**src/rtl/c_table_bank_pkg.sv**
```systemverilog
// Shared FM-index definitions: symbol encodings, default alphabet size, table state.
package fm_pkg;
  localparam int         SYM_W_DEF = 2;
  localparam int         NSYM      = 1 << SYM_W_DEF;
  localparam logic [1:0] SYM_A     = 2'b00;
  localparam logic [1:0] SYM_C     = 2'b01;
  localparam logic [1:0] SYM_G     = 2'b10;
  localparam logic [1:0] SYM_T     = 2'b11;

  typedef enum logic [1:0] {EMPTY, LOADING, READY} tbl_state_t;

  function automatic int nsym(input int sym_w);
    return 1 << sym_w;
  endfunction
endpackage

```
**src/rtl/c_table_bank_if.sv**
```systemverilog
// Load handshake, status and multi-channel lookup bus of the C-table bank.
interface c_table_bank_if #(
  parameter int SYM_W  = 2,
  parameter int DATA_W = 32,
  parameter int NUM_CH = 2
);
  logic                     clear;
  logic                     ld_valid;
  logic                     ld_ready;
  logic [DATA_W-1:0]        ld_count;
  logic                     tbl_rdy;
  logic [DATA_W-1:0]        total;
  logic                     ovf;
  logic [NUM_CH-1:0]        rd_en;
  logic [NUM_CH*SYM_W-1:0]  rd_sym;
  logic [NUM_CH*DATA_W-1:0] rd_data;
  logic [NUM_CH-1:0]        rd_vld;
  logic [NUM_CH-1:0]        rd_err;

  modport master (
    output clear, ld_valid, ld_count, rd_en, rd_sym,
    input  ld_ready, tbl_rdy, total, ovf, rd_data, rd_vld, rd_err
  );
  modport slave (
    input  clear, ld_valid, ld_count, rd_en, rd_sym,
    output ld_ready, tbl_rdy, total, ovf, rd_data, rd_vld, rd_err
  );
endinterface

```
**src/rtl/c_table_read_port.sv**
```systemverilog
// One registered C-table lookup channel; answers zero with err when the table is not ready.
module c_table_read_port
  import fm_pkg::*;
#(
  parameter int SYM_W  = 2,
  parameter int DATA_W = 32
) (
  input  logic                                clk,
  input  logic                                rst,
  input  logic                                en,
  input  logic                                ready,
  input  logic [SYM_W-1:0]                    sym,
  input  logic [nsym(SYM_W)-1:0][DATA_W-1:0]  entry,
  output logic [DATA_W-1:0]                   data,
  output logic                                vld,
  output logic                                err
);
  always_ff @(posedge clk or posedge rst) begin
    if (rst) begin
      data <= '0;
      vld  <= 1'b0;
      err  <= 1'b0;
    end else begin
      vld  <= en;
      err  <= en & ~ready;
      data <= (en & ready) ? entry[sym] : '0;
    end
  end
endmodule

```
**src/rtl/c_table_bank.sv**
```systemverilog
// Run-time loadable C-array for FM-index backward search: prefix-sum build plus NUM_CH lookup ports.
module c_table_bank
  import fm_pkg::*;
#(
  parameter int SYM_W    = 2,
  parameter int DATA_W   = 32,
  parameter int NUM_CH   = 2,
  parameter int C_OFFSET = 1
) (
  input  logic           clk,
  input  logic           rst,
  c_table_bank_if.slave  bus
);
  localparam int NS    = nsym(SYM_W);
  localparam int IDX_W = (SYM_W > 0) ? SYM_W : 1;

  tbl_state_t                  state, state_nx;
  logic [NS-1:0][DATA_W-1:0]   entry;
  logic [IDX_W-1:0]            idx;
  logic [DATA_W-1:0]           acc, total;
  logic                        ovf, tbl_rdy, accept, last, is_rdy;
  logic [DATA_W:0]             acc_sum, tot_sum;

  assign is_rdy       = (state == READY);
  assign bus.ld_ready = ~is_rdy & ~bus.clear;
  assign accept       = bus.ld_valid & bus.ld_ready;
  assign last         = (idx == IDX_W'(NS - 1));
  assign acc_sum      = {1'b0, acc}   + {1'b0, bus.ld_count};
  assign tot_sum      = {1'b0, total} + {1'b0, bus.ld_count};
  assign bus.tbl_rdy  = tbl_rdy;
  assign bus.total    = total;
  assign bus.ovf      = ovf;

  always_comb begin
    state_nx = state;
    if (bus.clear)  state_nx = EMPTY;
    else if (accept) state_nx = last ? READY : LOADING;
  end

  // acc is the running C value, so it always restarts at the sentinel offset
  always_ff @(posedge clk or posedge rst) begin
    if (rst) begin
      state   <= EMPTY;
      tbl_rdy <= 1'b0;
      entry   <= '0;
      idx     <= '0;
      acc     <= DATA_W'(C_OFFSET);
      total   <= '0;
      ovf     <= 1'b0;
    end else begin
      state   <= state_nx;
      tbl_rdy <= (state_nx == READY);
      if (bus.clear) begin
        idx   <= '0;
        acc   <= DATA_W'(C_OFFSET);
        total <= '0;
        ovf   <= 1'b0;
      end else if (accept) begin
        entry[idx] <= acc;
        acc        <= acc_sum[DATA_W-1:0];
        total      <= tot_sum[DATA_W-1:0];
        idx        <= idx + IDX_W'(1);
        ovf        <= ovf | acc_sum[DATA_W] | tot_sum[DATA_W];
      end
    end
  end

  for (genvar i = 0; i < NUM_CH; i++) begin : g_ch
    c_table_read_port #(.SYM_W(SYM_W), .DATA_W(DATA_W)) u_rp (
      .clk   (clk),
      .rst   (rst),
      .en    (bus.rd_en[i]),
      .ready (is_rdy),
      .sym   (bus.rd_sym[i*SYM_W +: SYM_W]),
      .entry (entry),
      .data  (bus.rd_data[i*DATA_W +: DATA_W]),
      .vld   (bus.rd_vld[i]),
      .err   (bus.rd_err[i])
    );
  end
endmodule
```
**src/flat_wrapper.sv**
```systemverilog
// flat-port wrapper written by rule: the top's interface ports become plain ports
module c_table_bank_flat import fm_pkg::*;
#(
  parameter int SYM_W    = 2,
  parameter int DATA_W   = 32,
  parameter int NUM_CH   = 2,
  parameter int C_OFFSET = 1
)
  (clk, rst, bus_clear, bus_ld_valid, bus_ld_count, bus_rd_en, bus_rd_sym, bus_ld_ready, bus_tbl_rdy, bus_total, bus_ovf, bus_rd_data, bus_rd_vld, bus_rd_err);
  c_table_bank_if #(.SYM_W(SYM_W), .DATA_W(DATA_W), .NUM_CH(NUM_CH)) bus_i ();
  input  logic clk;
  input  logic rst;
  input wire logic [$bits(bus_i.clear)-1:0] bus_clear;
  input wire logic [$bits(bus_i.ld_valid)-1:0] bus_ld_valid;
  input wire logic [$bits(bus_i.ld_count)-1:0] bus_ld_count;
  input wire logic [$bits(bus_i.rd_en)-1:0] bus_rd_en;
  input wire logic [$bits(bus_i.rd_sym)-1:0] bus_rd_sym;
  output wire logic [$bits(bus_i.ld_ready)-1:0] bus_ld_ready;
  output wire logic [$bits(bus_i.tbl_rdy)-1:0] bus_tbl_rdy;
  output wire logic [$bits(bus_i.total)-1:0] bus_total;
  output wire logic [$bits(bus_i.ovf)-1:0] bus_ovf;
  output wire logic [$bits(bus_i.rd_data)-1:0] bus_rd_data;
  output wire logic [$bits(bus_i.rd_vld)-1:0] bus_rd_vld;
  output wire logic [$bits(bus_i.rd_err)-1:0] bus_rd_err;
  assign bus_i.clear = bus_clear;
  assign bus_i.ld_valid = bus_ld_valid;
  assign bus_i.ld_count = bus_ld_count;
  assign bus_i.rd_en = bus_rd_en;
  assign bus_i.rd_sym = bus_rd_sym;
  assign bus_ld_ready = bus_i.ld_ready;
  assign bus_tbl_rdy = bus_i.tbl_rdy;
  assign bus_total = bus_i.total;
  assign bus_ovf = bus_i.ovf;
  assign bus_rd_data = bus_i.rd_data;
  assign bus_rd_vld = bus_i.rd_vld;
  assign bus_rd_err = bus_i.rd_err;
  c_table_bank #(.SYM_W(SYM_W), .DATA_W(DATA_W), .NUM_CH(NUM_CH), .C_OFFSET(C_OFFSET)) u_core (.clk(clk), .rst(rst), .bus(bus_i));
endmodule
```
**config.mk**
```make
export PLATFORM = sky130hd
export DESIGN_NAME = c_table_bank_flat
export DESIGN_NICKNAME = d
export VERILOG_FILES = /design/src/rtl/c_table_bank_pkg.sv /design/src/rtl/c_table_bank_if.sv /design/src/rtl/c_table_read_port.sv /design/src/rtl/c_table_bank.sv /design/src/flat_wrapper.sv
export SDC_FILE = /design/constraint.sdc
export NUM_CORES = 1
export LEC_CHECK = 0
export CAP_MARGIN = 10
export CORE_ASPECT_RATIO = 0.9
export CORE_MARGIN = 2
export CORE_UTILIZATION = 58
export CTS_CLUSTER_SIZE = 40
export DETAILED_ROUTE_END_ITERATION = 8
export GPL_ROUTABILITY_DRIVEN = 0
export PLACE_DENSITY = 0.86
export SLEW_MARGIN = 5
export SYNTH_ARGS = -nofsm -noshare
export SYNTH_HDL_FRONTEND = slang
export SYNTH_SLANG_ARGS = --single-unit
```
**constraint.sdc**
```tcl
create_clock -name clk -period 12.2 [get_ports clk]
set_input_delay 1.83 -clock clk [delete_from_list [all_inputs] [get_ports clk]]
set_output_delay 1.83 -clock clk [all_outputs]
set_load 0.05 [all_outputs]
```
==> flow_metrics.py <==
metrics = {
    "clock_tree": {
        "cts_root_buf": "clkbuf_16",
        "htreeDepth": 1,
        "path_clk_slew_ps": 60,
        "hold_buffers": 0,
        "post_cts_resized": 0,
        "clockBufferDepth": 3,
        "clk_latency_ps": 560,
        "cts_setup_buffers": 0,
        "cts_tree": "yes",
        "cts_buffers": 28,
        "clock-sinks": 266,
    },
    "synth": {
        "async_flop_share": 1.000,
        "synth_area_leader_cell": "dfrtp_1",
        "synth_flop_cell": "dfrtp_1",
        "avgSynthCellArea_um2": 11.96,
        "ys_types": 79,
        "ys_top_cells_by_count": "265 x dfrtp_1, 128 x mux2_2, 69 x and3_1, 68 x ha_1, 67 x o21ai_0",
        "syn_inst": 1204,
        "yosys-top-cells-area": "dfrtp_1 46%, mux2_2 10%, mux4_2 10%",
        "yosys_register_bits": 266,
        "yosysMostFrequentCell": "dfrtp_1",
        "synth-edff-count": 0,
        "synth_top_area_share": 0.4606,
        "syn_nets": 1316,
        "yosys_warnings": 0,
        "syn-cell-area_um2": 14400,
        "seq_area_frac_synth": 0.4625,
    },
    "timing": {
        "finalSetupTns_ps": 0,
        "fin_ws_ps": 6913,
        "worst_pin_slew_ps": 1037,
        "fmax_mhz": 189.2,
        "rsz0062_at_grt": "no",
        "setup_viol_count_final": 0,
        "finClkSkew_ps": 25.21,
        "fin_crit_ps": 5287,
        "min_period_over_period": 0.4333,
        "whs_ps": 501.2,
        "report.final.slew_viol_count": 0,
        "hold_violations": 0,
        "relSlewSlack": 0.3084,
    },
    "setup_path": {
        "timing.rr.start": "u_core.acc[0]",
        "cp.arrival_ps": 3460,
        "r2r_cells": 10,
        "path_max_fanout": 5,
        "critPathCaptureType": "output port",
        "crit_chain": "clkdlybuf4s50_1, nor2_1, clkdlybuf4s50_1",
        "cp_common_cell": "clkdlybuf4s50_1",
        "critPathKind": "input pin to output port",
        "worst_ep_required_time_ps": 10370,
        "cp_slowest_cell": "clkdlybuf4s50_1",
        "critPathMaxStageDelay_ps": 860,
        "timing.rr.end": "u_core.acc[24]",
        "r2r_slack_ps": 9110,
        "start_kind": "input pin",
    },
    "grt": {
        "gr-usage-met1": 0.4011,
        "grtUsageMet2": 0.4305,
        "grt_start_max_net_pins": 106,
        "grt_pass1_vias": 10500,
        "grt_pass1_wl_um": 56350,
        "grtUsageTotal": 0.2702,
        "grt_overflow": 0,
        "met3_usage": 0.03780,
        "grt_most_used_layer": "met2",
        "antenna_found_initial": 1,
    },
    "min_path": {
        "hold_class": "flip-flop to flip-flop",
        "holdPathEnd": "u_core.state[1]",
        "hold_path_depth": 2,
        "hold_start": "u_core.state[1]",
    },
    "floorplan": {
        "fp.coreArea_um2": 24320,
        "rows": 54,
        "dieHeight_um": 153.5,
        "die-area_um2": 26100,
        "start_util": 0.5919,
        "ios": 145,
        "die-width_um": 170.1,
    },
    "layout": {
        "final_core_util": 0.6938,
        "syn2layout_area_growth_pct": 17.22,
        "drive_gt1_frac": 0.2119,
        "multi_input_area_um2": 7371,
        "num-fill-cells": 1687,
        "regArea_um2": 6658,
        "fin_nets": 1425,
    },
    "detailed_routing": {
        "drc": 0,
        "drt_first_pass_iters": 5,
        "wl_per_cell_um": 21.22,
        "wirelength_um": 34810,
        "antenna_left": 0,
        "viasPerCell": 6.448,
        "drtIter0Drc": 847,
        "vias": 10580,
    },
    "power_and_ir_drop": {
        "vdd.ir_drop.worst_v": 0.0001258,
        "p_per_area_nw_per_um2": 187.9,
        "p_leak_nw": 7.910,
    },
    "placement": {
        "dp_hpwl_um": 23140,
        "pre_cts_slack_ps": 6910,
        "io_buffer_count": 144,
    },
    "run": {
        "maxCapViolCount": 0,
    },
    "run_status": {
        "status": "completed",
    },
}
[how the worst max path moves through the flow]
stage	startpoint	to	slack, ps
4_1_cts	bus_clear	bus_ld_ready	6910
3_3_place_gp	bus_clear	bus_ld_ready	6930
6_report	bus_clear	bus_ld_ready	6910
3_5_place_dp	bus_clear	bus_ld_ready	6910
5_1_grt	bus_clear	bus_ld_ready	6830
2_1_floorplan	rst	u_core.acc[10]	3050
[layer usage]
layer	up-vias	part of all wire
met2	474	0.47
met5	-	0
li1	4751	-
met4	0	0.018
met1	5296	0.44
met3	54	0.071
[flip-flops by register name, summed over array words and instances, names as in the netlist]
register               count
u_core.entry             128
u_core.g_ch.u_rp.data     64
u_core.acc                32
u_core.bus.total          32
u_core.g_ch.u_rp.err       2
u_core.g_ch.u_rp.vld       2
u_core.idx                 2
u_core.state               2
u_core.bus.ovf             1
u_core.bus.tbl_rdy         1
[per-stage QoR]
stage / std cells / cell area, µm² / total power, W
floorplan: 1204 / 14400 / 0.002037
global placement: 1591 / 15970 / 0.002256
detailed placement: 1591 / 15970 / 0.002320
CTS: 1639 / 16870 / 0.003165
global route: 1639 / 16870 / 0.003330
finish: 1640 / 16870 / 0.003171
[worst max-delay path: cells and delay by family]
kind | cells | cell delay [ps]
and+or+nand+nor | 1 | 280
buffers and inverters | 2 | 1350
[final cells by class]
cell class | count | share of cell area
flip-flops and latches | 266 | 0.3945
clock buffers | 42 | 0.04879
clock inverters | 6 | 0.004894
repair buffers | 154 | 0.08868
well taps | 308 | 0.02284
diodes | 1 | 0.0001483
inverters | 13 | 0.003337
multi-input cells | 850 | 0.4368
[cell families after synthesis]
group                      share of synthesized area
muxes                                         0.2009
and+or+nand+nor                              0.09977
AOI/OAI and AO/OA                             0.1170
DFF                                           0.4625
xor gates and xnor gates                     0.03103
adders and majority gates                    0.06188
buffers and inverters                        0.02694
[power breakdown]
part / internal (W) / switching (W)
clock network: 0.000486 / 0.000350
registers: 0.00108 / 0.000197
logic: 0.000512 / 0.000551
[cells in the final DEF, fill, tap and decap left out, types with 3 or more instances in the layout]
| cell type | instances |
|---|---|
| dfrtp_1 | 265 |
| clkdlybuf4s50_1 | 140 |
| mux2_2 | 128 |
| and3_1 | 69 |
| ha_1 | 68 |
| o21ai_0 | 67 |
| mux4_2 | 64 |
| a21oi_1 | 62 |
| nand2_1 | 55 |
| nand3_1 | 55 |
| nor2_1 | 37 |
| a21o_1 | 32 |
| clkbuf_16 | 28 |
| xor2_1 | 26 |
| xnor2_1 | 25 |
| o21ai_1 | 23 |
| a211oi_1 | 12 |
| nor3_1 | 12 |
| inv_1 | 11 |
| nand4_1 | 11 |
| buf_4 | 10 |
| a31o_2 | 7 |
| clkbuf_1 | 7 |
| clkbuf_8 | 7 |
| nor2b_1 | 6 |
| and2_1 | 4 |
| nand2_2 | 4 |
| o21a_1 | 4 |
| a31oi_1 | 4 |
| nand2b_1 | 4 |
| buf_2 | 4 |
| o41ai_1 | 3 |
| nor3b_1 | 3 |
| a311oi_1 | 3 |
| a2111oi_0 | 3 |
| o21bai_1 | 3 |
| o211ai_1 | 3 |
| clkinv_2 | 3 |
(Power assumes the default switching activity.)
